--- src/rtl/uart_tx_fifo_pkg.sv ---
// Shared definitions for the UART transmit FIFO: default widths and the
// write-sequencer state encoding.
package uart_tx_fifo_pkg;

    localparam int DEFAULT_DATA_WIDTH = 8;
    localparam int DEFAULT_DEPTH_LOG2 = 4;

    typedef enum logic [1:0] {
        IDLE      = 2'd0,
        LOAD      = 2'd1,
        WAIT_BUSY = 2'd2
    } tx_state_e;

endpackage

--- src/rtl/uart_fifo_ram.sv ---
// Storage array for the UART transmit FIFO: synchronous write,
// asynchronous read, contents are not reset.
module uart_fifo_ram #(
    parameter int DATA_WIDTH = 8,
    parameter int DEPTH_LOG2 = 4
) (
    input  logic                  clock_i,
    input  logic                  wr_en_i,
    input  logic [DEPTH_LOG2-1:0] wr_addr_i,
    input  logic [DATA_WIDTH-1:0] wr_data_i,
    input  logic [DEPTH_LOG2-1:0] rd_addr_i,
    output logic [DATA_WIDTH-1:0] rd_data_o
);

    logic [DATA_WIDTH-1:0] r_mem [2**DEPTH_LOG2];

    always_ff @(posedge clock_i) begin
        if (wr_en_i) begin
            r_mem[wr_addr_i] <= wr_data_i;
        end
    end

    // Read is combinational so the pop can register the head byte directly.
    assign rd_data_o = r_mem[rd_addr_i];

endmodule

--- src/rtl/uart_tx_fifo.sv ---
// Byte FIFO plus write sequencer that feeds UartTx through the level
// write/busy handshake so queued bytes leave back-to-back.
module uart_tx_fifo
    import uart_tx_fifo_pkg::*;
#(
    parameter int DATA_WIDTH = DEFAULT_DATA_WIDTH,
    parameter int DEPTH_LOG2 = DEFAULT_DEPTH_LOG2
) (
    input  logic                  clock_i,
    input  logic                  reset_i,
    input  logic                  push_i,
    input  logic [DATA_WIDTH-1:0] data_i,
    output logic                  full_o,
    output logic [DEPTH_LOG2:0]   count_o,
    output logic                  overflow_o,
    input  logic                  clear_overflow_i,
    output logic                  idle_o,
    output logic                  tx_write_o,
    output logic [DATA_WIDTH-1:0] tx_data_o,
    input  logic                  tx_busy_i
);

    localparam logic [DEPTH_LOG2:0] DEPTH_CNT = {1'b1, {DEPTH_LOG2{1'b0}}};

    logic [DEPTH_LOG2-1:0] r_wr_ptr;
    logic [DEPTH_LOG2-1:0] r_rd_ptr;
    logic [DEPTH_LOG2:0]   r_count;
    logic                  r_overflow;
    logic                  r_tx_write;
    logic [DATA_WIDTH-1:0] r_tx_data;
    tx_state_e             r_state;

    tx_state_e             w_state_next;
    logic                  w_tx_write_next;
    logic [DEPTH_LOG2:0]   w_count_next;
    logic                  w_full;
    logic                  w_empty;
    logic                  w_pop;
    logic                  w_push_ok;
    logic                  w_overflow_set;
    logic [DATA_WIDTH-1:0] w_rd_data;

    assign w_full  = (r_count == DEPTH_CNT);
    assign w_empty = (r_count == '0);
    assign w_pop   = (r_state == IDLE) && !w_empty;
    // A simultaneous pop frees a slot, so a push at full is still taken.
    assign w_push_ok      = push_i && (!w_full || w_pop);
    assign w_overflow_set = push_i && w_full && !w_pop;

    uart_fifo_ram #(
        .DATA_WIDTH (DATA_WIDTH),
        .DEPTH_LOG2 (DEPTH_LOG2)
    ) u_ram (
        .clock_i   (clock_i),
        .wr_en_i   (w_push_ok),
        .wr_addr_i (r_wr_ptr),
        .wr_data_i (data_i),
        .rd_addr_i (r_rd_ptr),
        .rd_data_o (w_rd_data)
    );

    always_comb begin
        w_count_next = r_count;
        case ({w_push_ok, w_pop})
            2'b10:   w_count_next = r_count + 1'b1;
            2'b01:   w_count_next = r_count - 1'b1;
            default: w_count_next = r_count;
        endcase
    end

    always_comb begin
        w_state_next    = r_state;
        w_tx_write_next = r_tx_write;
        case (r_state)
            IDLE: begin
                if (w_pop) begin
                    w_state_next    = LOAD;
                    w_tx_write_next = 1'b1;
                end
            end
            LOAD: begin
                if (tx_busy_i) begin
                    w_state_next    = WAIT_BUSY;
                    w_tx_write_next = 1'b0;
                end
            end
            WAIT_BUSY: begin
                if (!tx_busy_i) begin
                    w_state_next = IDLE;
                end
            end
            default: begin
                w_state_next    = IDLE;
                w_tx_write_next = 1'b0;
            end
        endcase
    end

    always_ff @(posedge clock_i) begin
        if (reset_i) begin
            r_wr_ptr   <= '0;
            r_rd_ptr   <= '0;
            r_count    <= '0;
            r_overflow <= 1'b0;
            r_tx_write <= 1'b0;
            r_tx_data  <= '0;
            r_state    <= IDLE;
        end else begin
            r_count    <= w_count_next;
            r_state    <= w_state_next;
            r_tx_write <= w_tx_write_next;
            if (w_push_ok) begin
                r_wr_ptr <= r_wr_ptr + 1'b1;
            end
            if (w_pop) begin
                r_rd_ptr  <= r_rd_ptr + 1'b1;
                r_tx_data <= w_rd_data;
            end
            if (w_overflow_set) begin
                r_overflow <= 1'b1;
            end else if (clear_overflow_i) begin
                r_overflow <= 1'b0;
            end
        end
    end

    assign full_o     = w_full;
    assign count_o    = r_count;
    assign overflow_o = r_overflow;
    assign tx_write_o = r_tx_write;
    assign tx_data_o  = r_tx_data;
    assign idle_o     = w_empty && (r_state == IDLE) && !tx_busy_i;

endmodule

--- config.mk ---
export PLATFORM = sky130hd
export DESIGN_NAME = uart_tx_fifo
export DESIGN_NICKNAME = d
export VERILOG_FILES = /design/src/rtl/uart_tx_fifo_pkg.sv /design/src/rtl/uart_fifo_ram.sv /design/src/rtl/uart_tx_fifo.sv
export SDC_FILE = /design/constraint.sdc
export NUM_CORES = 1
export LEC_CHECK = 0
export BUFFER_PORTS_ARGS = -buffer_cell sky130_fd_sc_hd__buf_4
export CAP_MARGIN = 10
export CORE_MARGIN = 2
export CORE_UTILIZATION = 51
export DETAILED_ROUTE_END_ITERATION = 12
export GPL_TIMING_DRIVEN = 1
export HOLD_SLACK_MARGIN = 0.08
export PLACE_DENSITY = 0.75
export SYNTH_ARGS = -nofsm -noshare
export SYNTH_HDL_FRONTEND = slang
export SYNTH_SLANG_ARGS = --single-unit
export TNS_END_PERCENT = 100
--- constraint.sdc ---
create_clock -name clock_i -period 3.7 [get_ports clock_i]
set_input_delay 0 -clock clock_i [delete_from_list [all_inputs] [get_ports clock_i]]
set_output_delay 0 -clock clock_i [all_outputs]
set_load 0.01 [all_outputs]
==> impl_metrics.toml <==
[drt]
drt-wirelength-per-cell_um = 20.7
routed_wirelength_um = 11700
ant_nets = 0
drc_errors = 0
drt_iter0_markers = 368
via_count = 3259
firstDrtPassIters = 4
vias_per_cell = 5.74

[yosys]
ys_warn_count = 0
yosysSeqAreaShare = 0.706
synth_top_area_cell = "edfxtp_1"
synth.most_common_cell = "edfxtp_1"
avgSynthCellArea_um2 = 17.1
ys.flop_type = "edfxtp_1"
synth_async_sr_flop_share = 0
synth_commonest_cells = "edfxtp_1, nor2_1, mux4_2"
ys_ff_latch = 153
synth_top_area_frac = 0.624
syn_inst = 361
synth_cell_types = 46
syn_area_um2 = 6160
synth.net_count = 380
synth_edf_count = 128
synthTopCellsByArea = "edfxtp_1, mux4_2, dfxtp_1"

[clock_tree]
ctsLongestPathBuffers = 2
cts_tree = "built"
numClockSinks = 153
cts.reportedPaths.clkPinSlew_ns = 0.06
cts_root_buffer = "clkbuf_16"
clk_latency_ns = 0.42
cts_buffers = 17
h-tree-depth = 4
ctsResizeCount = 0

[grt]
grt_pass1_vias = 3403
grt_max_degree = 35
grt_antenna_before_repair = 0
track_usage = 0.200
grt_pass1_wl_um = 18700
grt_overflow = 0

[timing]
grt_setup_unrepaired = "false"
tightest_slew_ns = 0.844
timing.setup.tns_ns = 0
skew_ns = 0.00549
setup_viol = 0
maxSlewViolCount = 0
max_freq_ghz = 0.425
slew_headroom = 0.435
fin_crit_sh = 0.637
fin_crit_ns = 2.36
hold_violations = 0

[status]
status = "completed"

[critical_path]
ff2ff_path_depth = 4
worst-path-buf-inv = 0
path_cells = "or4_4, o31a_1, nand2_1, nor2_1"
cpMaxStageDelayCell = "nor2_1"
criticalPathCategory = "register to register"
crit_family = "simple AND/OR/NAND/NOR gates"
rr_startpoint = "count_o[1]"
end_kind = "register"
critPathRequiredTime_ns = 3.75
cp_slowest_stage_delay_ns = 0.67
crit_start = "count_o[1]"
start_kind = "register"
cp_num_cells = 4
crit_path_max_fanout = 10
arrival_ns = 2.40

[final_layout]
drive_above_1_share = 0.264
antenna_cells = 0
nets = 427
fin_util = 0.605
area_growth_pct = 17.1

[floorplan]
die_w_um = 114
start_util = 0.517
pin_count = 30
dieArea_um2 = 13000
die_h_um = 114
rows = 40
core_um2 = 11900

[power_and_ir_drop]
max-vdd-ir-drop_mv = 0.391
leakagePower_nw = 2.40
power_density_nw_per_um2 = 702

[worst_hold_path]
hp-start = "tx_busy_i"
hold_class = "primary input to register"
holdPathStages = 3

[placement]
gp_congestion = 0.859
hpwl_um = 7330
portBuffers = 29

[flow_run]
cap_viol_max_count = 0
-- layout make-up --
class                           instances  area (um^2)
Multi-Input combinational cell        178         1650
Timing Repair Buffer                   51          418
Tap cell                              147          184
Clock buffer                           21          470
Inverter                                7         26.3
Sequential cell                       153         4350
Clock inverter                         11          121
Fill cell                             841         4700
-- sequential cells by signal, indices dropped and copies added, names as in the netlist --
name	flops
tx_data_o	8
overflow_o	1
r_state	2
tx_write_o	1
r_wr_ptr	4
u_ram.r_mem	128
count_o	5
r_rd_ptr	4
-- path summary, 6_finish.rpt --
kind	endpoint	slack, ns
max reg2reg	u_ram.r_mem[4][3]	1.34
min reg2reg	tx_data_o[3]	0.51
min	r_state[1]	0.44
max	u_ram.r_mem[4][3]	1.34
-- metrics by stage --
| stage | worst slack, ns | std cells | hold WS [ns] | total power, W | instance area [um^2] |
|---|---|---|---|---|---|
| detailed placement | 1.33 | 522 | 0.249 | 0.00339 | 6480 |
| global route | 1.11 | 568 | 0.455 | 0.00529 | 7210 |
| global placement | 1.46 | 522 | 0.238 | 0.00334 | 6480 |
| floorplan | 1.55 | 361 | 0.0544 | 0.00307 | 6160 |
| finish | 1.34 | 568 | 0.440 | 0.00506 | 7210 |
| CTS | 1.31 | 568 | 0.421 | 0.00510 | 7210 |
-- cells by family after synthesis --
group                    count (synthesis)  synth area share
AO/OA/AOI/OAI                           52            0.0565
XOR/XNOR                                 9            0.0128
adder cells (fa/ha/maj)                  6            0.0122
buffers and inverters                   30            0.0270
flip-flops                             153             0.706
multiplexers                            37             0.125
AND/OR/NAND/NOR                         74            0.0604
-- report_power, final --
| group | internal [W] | total [W] | switching (W) |
|---|---|---|---|
| clock network | 0.00104 | 0.00170 | 0.000655 |
| logic | 0.000579 | 0.00125 | 0.000672 |
| registers | 0.00199 | 0.00211 | 0.000123 |
| total | 0.00361 | 0.00506 | 0.00145 |
-- placed cells by master (no fill, tap or decap), drive strengths merged, types with 4 or more instances in the layout --
cell type and count:
dlygate4sd3 14, a22oi 16, xor2 5, clkinvlp 5, nor2 38, o21ai 5
inv 7, ha 6, clkinv 4, a21oi 23, clkbuf 21, nor3 7
edfxtp 128, mux2i 4, xnor2 4, nand2 8, mux4 32, buf 37
dfxtp 25
-- layer usage --
layer | vias up | track usage | wire (um)
met5 | - | 0 | 0
met4 | 0 | 0.0837 | 221
met3 | 18 | 0.0473 | 680
met2 | 106 | 0.334 | 6110
met1 | 1626 | 0.255 | 4730
li1 | 1509 | - | -
-- repair_timing --
item	4_1_cts	5_1_grt
hold endpoints to repair	153	0
hold buffers	14	0
setup buffers	0	0
-- worst min-delay path, cell delays in order --
cell	delay (ns)
dlygate4sd3_1	0.54
buf_4	0.15
nor3b_1	0.13
(Power assumes the default switching activity.)
